## config.mk

```make
export PLATFORM = sky130hd
export DESIGN_NAME = operand_stage
export DESIGN_NICKNAME = d
export VERILOG_FILES = /design/src/rtl/operand_stage.sv
export SDC_FILE = /design/constraint.sdc
export NUM_CORES = 1
export LEC_CHECK = 0
export CAP_MARGIN = 20
export CORE_ASPECT_RATIO = 0.8
export CORE_MARGIN = 2
export CORE_UTILIZATION = 47
export CTS_CLUSTER_SIZE = 28
export DETAILED_ROUTE_END_ITERATION = 7
export HOLD_SLACK_MARGIN = 0.1
export PLACE_DENSITY = 0.76
export SLEW_MARGIN = 5
export SYNTH_ARGS = -nofsm -noshare
export SYNTH_HDL_FRONTEND = slang
export SYNTH_SLANG_ARGS = --single-unit
```

## constraint.sdc

```tcl
create_clock -name clk -period 4.2 [get_ports clk]
set_input_delay 0.42 -clock clk [delete_from_list [all_inputs] [get_ports clk]]
set_output_delay 0.42 -clock clk [all_outputs]
set_load 0.01 [all_outputs]
```

## src/rtl/operand_stage.sv

```systemverilog
// ============================================================================
//  Module   : operand_stage
//  Purpose  : Two-channel operand collector; per-channel FIFOs, paired fire,
//             registered credit return. Optional macro: OPERAND_BYPASS_EN.
//  Revision : 1.0
// ============================================================================
`default_nettype none

`ifndef PATH_WIDTH
`define PATH_WIDTH 8
`endif
`ifndef META_BITS
`define META_BITS 2
`endif

module operand_stage #(
  parameter int DEPTH = 2
) (
  input  logic                 clk,
  input  logic                 rst,
  input  logic [`PATH_WIDTH:0] in0,
  input  logic [`PATH_WIDTH:0] in1,
  output logic                 credit0,
  output logic                 credit1,
  input  logic                 out_ready,
  output logic [`PATH_WIDTH:0] d_in_c0,
  output logic [`PATH_WIDTH:0] d_in_c1,
  output logic                 fire,
  output logic                 ovf_err
);

  localparam int c_ptr_w = (DEPTH > 1) ? $clog2(DEPTH) : 1;
  localparam int c_cnt_w = $clog2(DEPTH + 1);
  localparam int c_ent_w = `PATH_WIDTH;

  logic [c_ent_w-1:0] r_mem    [2][DEPTH];
  logic [c_ptr_w-1:0] r_rd_ptr [2];
  logic [c_ptr_w-1:0] r_wr_ptr [2];
  logic [c_cnt_w-1:0] r_count  [2];
  logic [1:0]         r_credit;
  logic               r_ovf;

  logic [`PATH_WIDTH:0] w_in   [2];
  logic [c_ent_w-1:0]   w_head [2];
  logic [1:0]           w_byp;
  logic [1:0]           w_avail;
  logic [1:0]           w_full;
  logic [1:0]           w_push;
  logic [1:0]           w_pop;
  logic [1:0]           w_ovf_hit;
  logic                 w_fire;

  assign w_in[0] = in0;
  assign w_in[1] = in1;

  function automatic logic [c_ptr_w-1:0] f_inc(input logic [c_ptr_w-1:0] p);
    return (p == c_ptr_w'(DEPTH - 1)) ? '0 : p + 1'b1;
  endfunction

  always_comb begin
    for (int ch = 0; ch < 2; ch++) begin
      w_byp[ch] = 1'b0;
`ifdef OPERAND_BYPASS_EN
      // An arrival on an empty channel stands in as the head this cycle
      w_byp[ch] = w_in[ch][0] & ~rst & (r_count[ch] == '0);
`endif
      w_avail[ch] = (r_count[ch] != '0) | w_byp[ch];
      w_full[ch]  = (r_count[ch] == c_cnt_w'(DEPTH));
      if (r_count[ch] != '0)
        w_head[ch] = r_mem[ch][r_rd_ptr[ch]];
      else if (w_byp[ch])
        w_head[ch] = w_in[ch][`PATH_WIDTH:1];
      else
        w_head[ch] = '0;
    end
    w_fire = out_ready & w_avail[0] & w_avail[1];
    for (int ch = 0; ch < 2; ch++) begin
      w_pop[ch]     = w_fire & (r_count[ch] != '0);
      // A pop in the same cycle frees the slot, so a full channel still accepts
      w_push[ch]    = w_in[ch][0] & ~(w_fire & w_byp[ch]) & (~w_full[ch] | w_fire);
      w_ovf_hit[ch] = w_in[ch][0] & w_full[ch] & ~w_fire;
    end
  end

  always_ff @(posedge clk) begin
    if (rst) begin
      for (int ch = 0; ch < 2; ch++) begin
        r_rd_ptr[ch] <= '0;
        r_wr_ptr[ch] <= '0;
        r_count[ch]  <= '0;
      end
      r_credit <= '0;
      r_ovf    <= 1'b0;
    end else begin
      for (int ch = 0; ch < 2; ch++) begin
        if (w_push[ch]) begin
          r_mem[ch][r_wr_ptr[ch]] <= w_in[ch][`PATH_WIDTH:1];
          r_wr_ptr[ch]            <= f_inc(r_wr_ptr[ch]);
        end
        if (w_pop[ch])
          r_rd_ptr[ch] <= f_inc(r_rd_ptr[ch]);
        if (w_push[ch] && !w_pop[ch])
          r_count[ch] <= r_count[ch] + 1'b1;
        else if (w_pop[ch] && !w_push[ch])
          r_count[ch] <= r_count[ch] - 1'b1;
      end
      r_credit <= {w_fire, w_fire};
      if (|w_ovf_hit)
        r_ovf <= 1'b1;
    end
  end

  assign fire    = w_fire;
  assign d_in_c0 = {w_head[0], w_fire};
  assign d_in_c1 = {w_head[1], w_fire};
  assign credit0 = r_credit[0];
  assign credit1 = r_credit[1];
  assign ovf_err = r_ovf;

endmodule

`default_nettype wire

```

==> metrics.txt, run 1 <==
status=complete, no violations; DR vias=1,176; WL/cell=roughly 14 um; async set-reset flop share out of synthesis=0%; critical path launch point type=flip-flop; Hold Buf Count CTS=0; number of H-tree levels=2; CTS max path bufs=2; Worst-Margin Slew=around 0.63 ns; first-pass GRT wire length=around 5300 um; Tot Pwr=about 1.3 mW; Rel. slew slack=58.1%; Final Skew=about 0.0024 ns; drt first pass iters=4; commonest register cell after synthesis=edfxtp_1; CP required=between 3 and 4 ns; die area=4530 um^2; Hold Path End=ovf_err$_SDFFE_PP0P_; Flop pwr share=~44%; top sig layer=met4; initial core utilization=approximately 49%; post-synthesis sequential area ratio=between 60 and 70%; initial antenna violation count=0; die width=74.8 um; unrepaired setup endpoints after global routing=no; Clock Latency Late Sink=approximately 0.28 ns; row count=20; dpl cell area=between 2000 and 2500 um^2; r2r setup slk=around 1.8 ns; hold path depth=2; minimum clock period after layout=between 2 and 3 ns; Setup Viol. Count Final=0; slowest CP cell=clkdlybuf4s50_1; Placeable Area=between 3000 and 4000 um^2; Pwr per Cell Area=about 520 nW/um^2; Slew Viols, Final=0; Sw Pwr=between 0.3 and 0.4 mW; Clock Sinks=42; initial DRC count=between 50 and 60; P_int=between 0.9 and 1 mW; grt total ovfl=0; mapped cell area=around 1900 um^2; VDD IR max=roughly 0.00026 V; setup total negative slack=0 ns; routed wl met2=1720 um; depth of the most critical reg-to-reg path=7; Lkg Pwr=~0.86 nW; DRC Markers=0; post-CTS setup buffer count=0; Fmax achieved=~0.39 GHz; clock-pin slew on the worst setup and hold paths=0.08 ns; Cells after Synth=roughly 140; syn_nets=around 160; fin crit share=about three fifths; Hold Violations, Final=0; M1 wire length=about 1400 um; total detailed-routing wirelength=about 3300 um; DR vias/cell=roughly 5; Clk pwr share=about a quarter; CTS tree=built; Routed Antenna Nets=0; post-route non-filler standard cell count=approximately 240; Max-Cap Viols=0; most used cell, CP=inv_1; Critical Path AT=about 2.1 ns; vias in the first global route=approximately 1,100; clock root buffer=clkbuf_8; reg2reg start=r_count[1][0]$_DFFE_PP_; Routability Congestion=between 0.7 and 0.8; Diodes inserted=0; Max FO, Critical Path=10; number of port buffers=42; #FFs+latches synth=between 40 and 50; Inst Count DP=around 230; die height=approximately 61 um; crit end category=output pin; syn avg cell area=14.0 um^2; Crit Path Class=flip-flop to output pin; CP Cell Sequence=inv_1, ha_1, nor2b_4, o21ai_2, inv_1, clkdlybuf4s50_1; Combinational Power Share=31.4%; max incr delay on CP=0.52 ns; Post-synth EDFFs=40; I/O pin count=43; layout cell share with drive strength beyond 1=between 10% and 20%; Hold Path Class=flip-flop to flip-flop; Synth Warn #=0; Resized cells post-CTS=0; Distinct cells, synth=33; Total GRT Usage=between 10% and 20%; worst r2r dst=r_mem[0][20]$_DFFE_PP_; Hold Startpoint=ovf_err$_SDFFE_PP0P_; Nets=202; Layout area overhead=29.5%; met3 WL=around 130 um; Num CTS Buffers=5; largest net degree at the start of global routing=21; switching share of total power=28.5%; Detailed Place HPWL=~2400 um; Design Area, Final=2440 um^2
[cells in the final DEF, fill, tap and decap left out, types with 2 or more instances in the layout]
cell type	Yosys	routed
clkdlybuf4s50_1	0	42
edfxtp_1	40	40
nor2_1	20	20
mux2i_1	16	16
nor3_1	7	7
nand2b_1	6	6
a21oi_1	5	5
clkbuf_8	0	5
inv_1	4	4
o21ai_0	3	3
nand2b_4	2	2
nor3b_1	2	2
a21boi_1	2	2
ha_1	2	2
buf_4	3	2
buf_2	2	2
dfxtp_1	2	2
[flip-flops by register name, indices dropped and copies added, names as in the netlist]
signal and cells:
r_mem 32, r_credit 1, r_count 4, ovf_err 1, r_rd_ptr 2, r_wr_ptr 2
[power by group through the flow]
stage | Clock (mW) | Combinational, mW | Sequential (mW)
2_1_floorplan | 0 | 0.256 | 0.545
3_3_place_gp | 0 | 0.386 | 0.565
3_5_place_dp | 0 | 0.397 | 0.568
4_1_cts | 0.317 | 0.399 | 0.558
5_1_grt | 0.334 | 0.434 | 0.564
6_report | 0.307 | 0.395 | 0.558
[Yosys cell counts (2+ instances only)]
| master | n | share of area (%) |
|---|---|---|
| nand2b_4 | 2 | 1.5 |
| ha_1 | 2 | 1.3 |
| nor3_1 | 7 | 1.9 |
| dfxtp_1 | 2 | 2.1 |
| buf_6 | 2 | 1.2 |
| o21ai_0 | 3 | 0.80 |
| nor3b_1 | 2 | 0.80 |
| mux2i_1 | 16 | 8.5 |
| a21boi_1 | 2 | 0.80 |
| inv_1 | 4 | 0.80 |
| buf_2 | 2 | 0.53 |
| nand2b_1 | 6 | 2.0 |
| nor2_1 | 20 | 4.0 |
| a21oi_1 | 5 | 1.3 |
| edfxtp_1 | 40 | 64 |
| buf_4 | 3 | 1.2 |
[logic make-up (layout without fill, tap and decap cells)]
group                      after synthesis  count (layout)  synth area share (%)
and+or+nand+nor                         45              45                  13.3
muxes                                   16              16                  8.50
AOI/OAI and AO/OA                       17              17                  6.57
DFF                                     42              42                  65.9
adders and majority gates                2               2                  1.33
buffers and inverters                   13              58                  4.38
[how the worst max path moves through the flow]
| stage | start | end | slack (ns) | cells past startpoint |
|---|---|---|---|---|
| 2_1_floorplan | r_count[1][0]$_DFFE_PP_ | r_mem[0][16]$_DFFE_PP_ | 1.96 | 7 |
| 3_3_place_gp | out_ready | r_mem[0][20]$_DFFE_PP_ | 1.45 | 5 |
| 3_5_place_dp | out_ready | r_mem[0][14]$_DFFE_PP_ | 1.47 | 4 |
| 4_1_cts | r_count[1][0]$_DFFE_PP_ | r_mem[0][31]$_DFFE_PP_ | 1.50 | 6 |
| 5_1_grt | r_count[1][0]$_DFFE_PP_ | d_in_c0[0] | 1.47 | 6 |
| 6_report | r_count[1][0]$_DFFE_PP_ | d_in_c0[0] | 1.64 | 6 |
[critical path: cells and delay by family, from the launching register on]
| kind | cells | cell delay [ns] |
|---|---|---|
| AOI/OAI and AO/OA | 1 | 0.20 |
| adders and majority gates | 1 | 0.41 |
| buffers and inverters | 3 | 0.78 |
| and+or+nand+nor | 1 | 0.09 |
| DFF | 1 | 0.39 |
[per-stage QoR]
stage / worst slack [ns] / utilization (%) / hold WS, ns
floorplan: 1.96 / - / 0.519
global placement: 1.45 / 60.4 / 0.506
detailed placement: 1.47 / 60.6 / 0.515
CTS: 1.50 / 63.5 / 0.535
global route: 1.47 / 63.8 / 0.581
finish: 1.64 / 63.8 / 0.528
[metal layers]
metal  global-route usage, %  vias to the layer above
met5                       0                        -
met4                    5.61                        0
met3                    5.48                        2
met2                    27.7                       22
met1                    19.9                      570
li1                        -                      582
[area by class of cell]
cell class              instances  area, um^2
fillers                       297        1390
flip-flops and latches         42        1240
multi-input cells              80         561
repair buffers                 46         445
clock buffers                   6        72.6
well taps                      55        68.8
clock inverters                 2        37.5
inverters                       4        15.0
No activity file was read; power rests on OpenSTA's default activity.
==> inputs of run 2 (changes only) <==
==> constraint.sdc (replaced) <==
create_clock -name clk -period 2.5 [get_ports clk]
set_input_delay 0.25 -clock clk [delete_from_list [all_inputs] [get_ports clk]]
set_output_delay 0.25 -clock clk [all_outputs]
set_load 0.01 [all_outputs]
==> run 2 against run 1 <==
Effect of this change:
- combinational power increased by 74%
- global-route usage decreased by 0.87 points
- clock skew increased by 0.0043 ns
- first-iteration DRC count increased by 52%
- via count increased by 1.2%
- power increased by 64%
- clock-buffer cell count decreased by 1
- hold slack improved by 0.0099 ns
- sequential power increased by 68%
- utilization increased by 0.65 points
- sequential share of layout area decreased by 0.52 points
- final cell count increased by 2.1%
- critical path type unchanged
- largest cell class unchanged
==> metrics.txt, run 2 (synthesized netlist as in run 1, its figures left out) <==
status=complete, no violations (unchanged); critical path launch point type=flip-flop (unchanged); number of H-tree levels=2 (unchanged); Worst-Margin Slew=0.487 ns (was 0.627 ns); Hold Startpoint=in0[5] (was ovf_err$_SDFFE_PP0P_); fin crit share=approximately 90%; reg2reg start=r_count[1][0]$_DFFE_PP_ (unchanged); die area=4530 um^2 (unchanged); Hold Violations, Final=0 (unchanged); total detailed-routing wirelength=3330 um (was 3320 um); Hold WS=0.538 ns (was 0.528 ns); Lkg Pwr=0.873 nW (was 0.859 nW); Slew Viols, Final=0 (unchanged); Nets=207 (was 202); Routed Antenna Nets=0 (unchanged); VDD IR max=0.000440 V (was 0.000258 V); CP Cell Sequence=inv_1, ha_1, nor2b_4, o21ai_2, inv_1, clkdlybuf4s50_1 (unchanged); clock-pin slew on the worst setup and hold paths=0.09 ns (was 0.08 ns); Pwr per Cell Area=838 nW/um^2 (was 516 nW/um^2); Clock Sinks=42 (unchanged); Max-Cap Viols=0 (unchanged); Resized cells post-CTS=0 (unchanged); fillers=287 (was 297); Multi-input gate area=561 um^2 (unchanged); clock root buffer=clkbuf_8 (unchanged); die height=60.6 um (unchanged); initial DRC count=79 (was 52); DR vias=1,190 (was 1,176); Detailed Place HPWL=2460 um (was 2430 um); initial core utilization=49.2% (unchanged); commonest non-fill, non-tap cells in the layout=clkdlybuf4s50_1, edfxtp_1, nor2_1 (unchanged); vias in the first global route=1,142 (was 1,149); Hold Buf Count CTS=0 (unchanged); Clock Latency Late Sink=0.29 ns (was 0.28 ns); max incr delay on CP=0.55 ns (was 0.52 ns); I/O pin count=43 (unchanged); grt total ovfl=0 (unchanged); unrepaired setup endpoints after global routing=no (unchanged); initial antenna violation count=0 (unchanged); WL/cell=13.9 um (was 14.1 um); drt first pass iters=4 (unchanged); CP required=2.25 ns (was 3.78 ns); Final Skew=0.00671 ns (was 0.00241 ns); r2r setup slk=0.39 ns (was 1.83 ns); commonest non-fill, non-tap cell in the layout=clkdlybuf4s50_1 (unchanged); CTS max path bufs=2 (unchanged); row count=20 (unchanged); worst r2r dst=r_mem[0][19]$_DFFE_PP_ (was r_mem[0][20]$_DFFE_PP_); Diodes inserted=0 (unchanged); Register Area=1240 um^2 (unchanged); hold path depth=1 (was 2); Placeable Area=3830 um^2 (unchanged); crit-path leading delay family=buffers and inverters (unchanged); Hold Path Class=input port to flip-flop (was flip-flop to flip-flop); max reg flops=32 (unchanged); most used cell, CP=inv_1 (unchanged); slowest CP cell=clkdlybuf4s50_1 (unchanged); minimum clock period after layout=approximately 2.2 ns; Max FO, Critical Path=10 (unchanged); Tot Pwr=2.07 mW (was 1.26 mW); Routability Congestion=0.769 (was 0.795); depth of the most critical reg-to-reg path=8 (was 7); Hold Path End=r_mem[0][4]$_DFFE_PP_ (was ovf_err$_SDFFE_PP0P_); Fmax achieved=about 0.46 GHz; DRC Markers=0 (unchanged); crit end category=output pin (unchanged); first-pass GRT wire length=5090 um (was 5350 um); layout cell share with drive strength beyond 1=14.1% (was 11.1%); Total GRT Usage=15.5% (was 16.3%); Crit Path Class=flip-flop to output pin (unchanged); die width=74.8 um (unchanged); largest net degree at the start of global routing=20 (was 21); setup total negative slack=0 ns (unchanged); Setup Viol. Count Final=0 (unchanged); Num CTS Buffers=5 (unchanged); final core utilization=64.4% (was 63.8%); worst path buffer plus inverter count=3 (unchanged); number of port buffers=42 (unchanged); Rel. slew slack=67.5% (was 58.1%); Critical Path AT=1.94 ns (was 2.14 ns); DR vias/cell=4.96 (was 5.00); post-CTS setup buffer count=0 (unchanged); Layout area overhead=30.9% (was 29.5%); CTS tree=built (unchanged)
-- run 2: cell count changes in the layout (fill, tap and decap cells not counted), sizes merged --
cell	delta
buf	+4
bufinv	-1
clkinvlp	+1
inv	+1
-- run 2: through the flow --
stage,area (um^2),cells,setup slack [ns]
after global routing,2470,240,0.181
after floorplan,1880,135,0.258
after detailed placement,2370,231,0.0853
after global placement,2370,231,0.188
after CTS,2460,239,0.270
final,2470,240,0.313
-- run 2: per-layer routing --
metal	GRT usage, %	vias up	wire length, um
met4	6.12	0	25
met5	0	-	0
met2	24.8	25	1680
met1	20.9	567	1500
met3	3.49	2	121
li1	-	596	-
-- run 2: layout make-up --
cell class	instances	share of cell area, %
Sequential cell	42	50.3
Multi-Input combinational cell	80	22.7
Timing Repair Buffer	51	19.8
Clock buffer	5	2.79
Tap cell	55	2.79
Clock inverter	3	0.964
Inverter	4	0.609
-- run 2: worst max-delay path by stage --
stage | from | end | slack [ns] | cells past startpoint
4_1_cts | r_count[1][0]$_DFFE_PP_ | r_mem[0][15]$_DFFE_PP_ | 0.27 | 5
3_3_place_gp | out_ready | r_mem[0][11]$_DFFE_PP_ | 0.19 | 4
2_1_floorplan | r_count[1][0]$_DFFE_PP_ | r_mem[0][16]$_DFFE_PP_ | 0.26 | 7
3_5_place_dp | out_ready | r_mem[0][14]$_DFFE_PP_ | 0.09 | 4
5_1_grt | r_count[1][0]$_DFFE_PP_ | fire | 0.18 | 6
6_report | r_count[1][0]$_DFFE_PP_ | d_in_c1[0] | 0.31 | 6
-- run 2: power breakdown --
part	leakage (nW)	switching (mW)	internal (mW)
Combinational	0.437	0.323	0.366
Clock	0.0408	0.239	0.200
Sequential	0.395	0.0704	0.869
==> inputs of run 3 (changes only) <==
--- a/config.mk
+++ b/config.mk
@@ -13,6 +13,7 @@
 export DETAILED_ROUTE_END_ITERATION = 7
 export HOLD_SLACK_MARGIN = 0.1
 export PLACE_DENSITY = 0.76
+export SKIP_CTS_REPAIR_TIMING = 1
 export SLEW_MARGIN = 5
 export SYNTH_ARGS = -nofsm -noshare
 export SYNTH_HDL_FRONTEND = slang
==> results of run 3 <==
No change in the layout: final DEF, timing and power equal those of run 2.
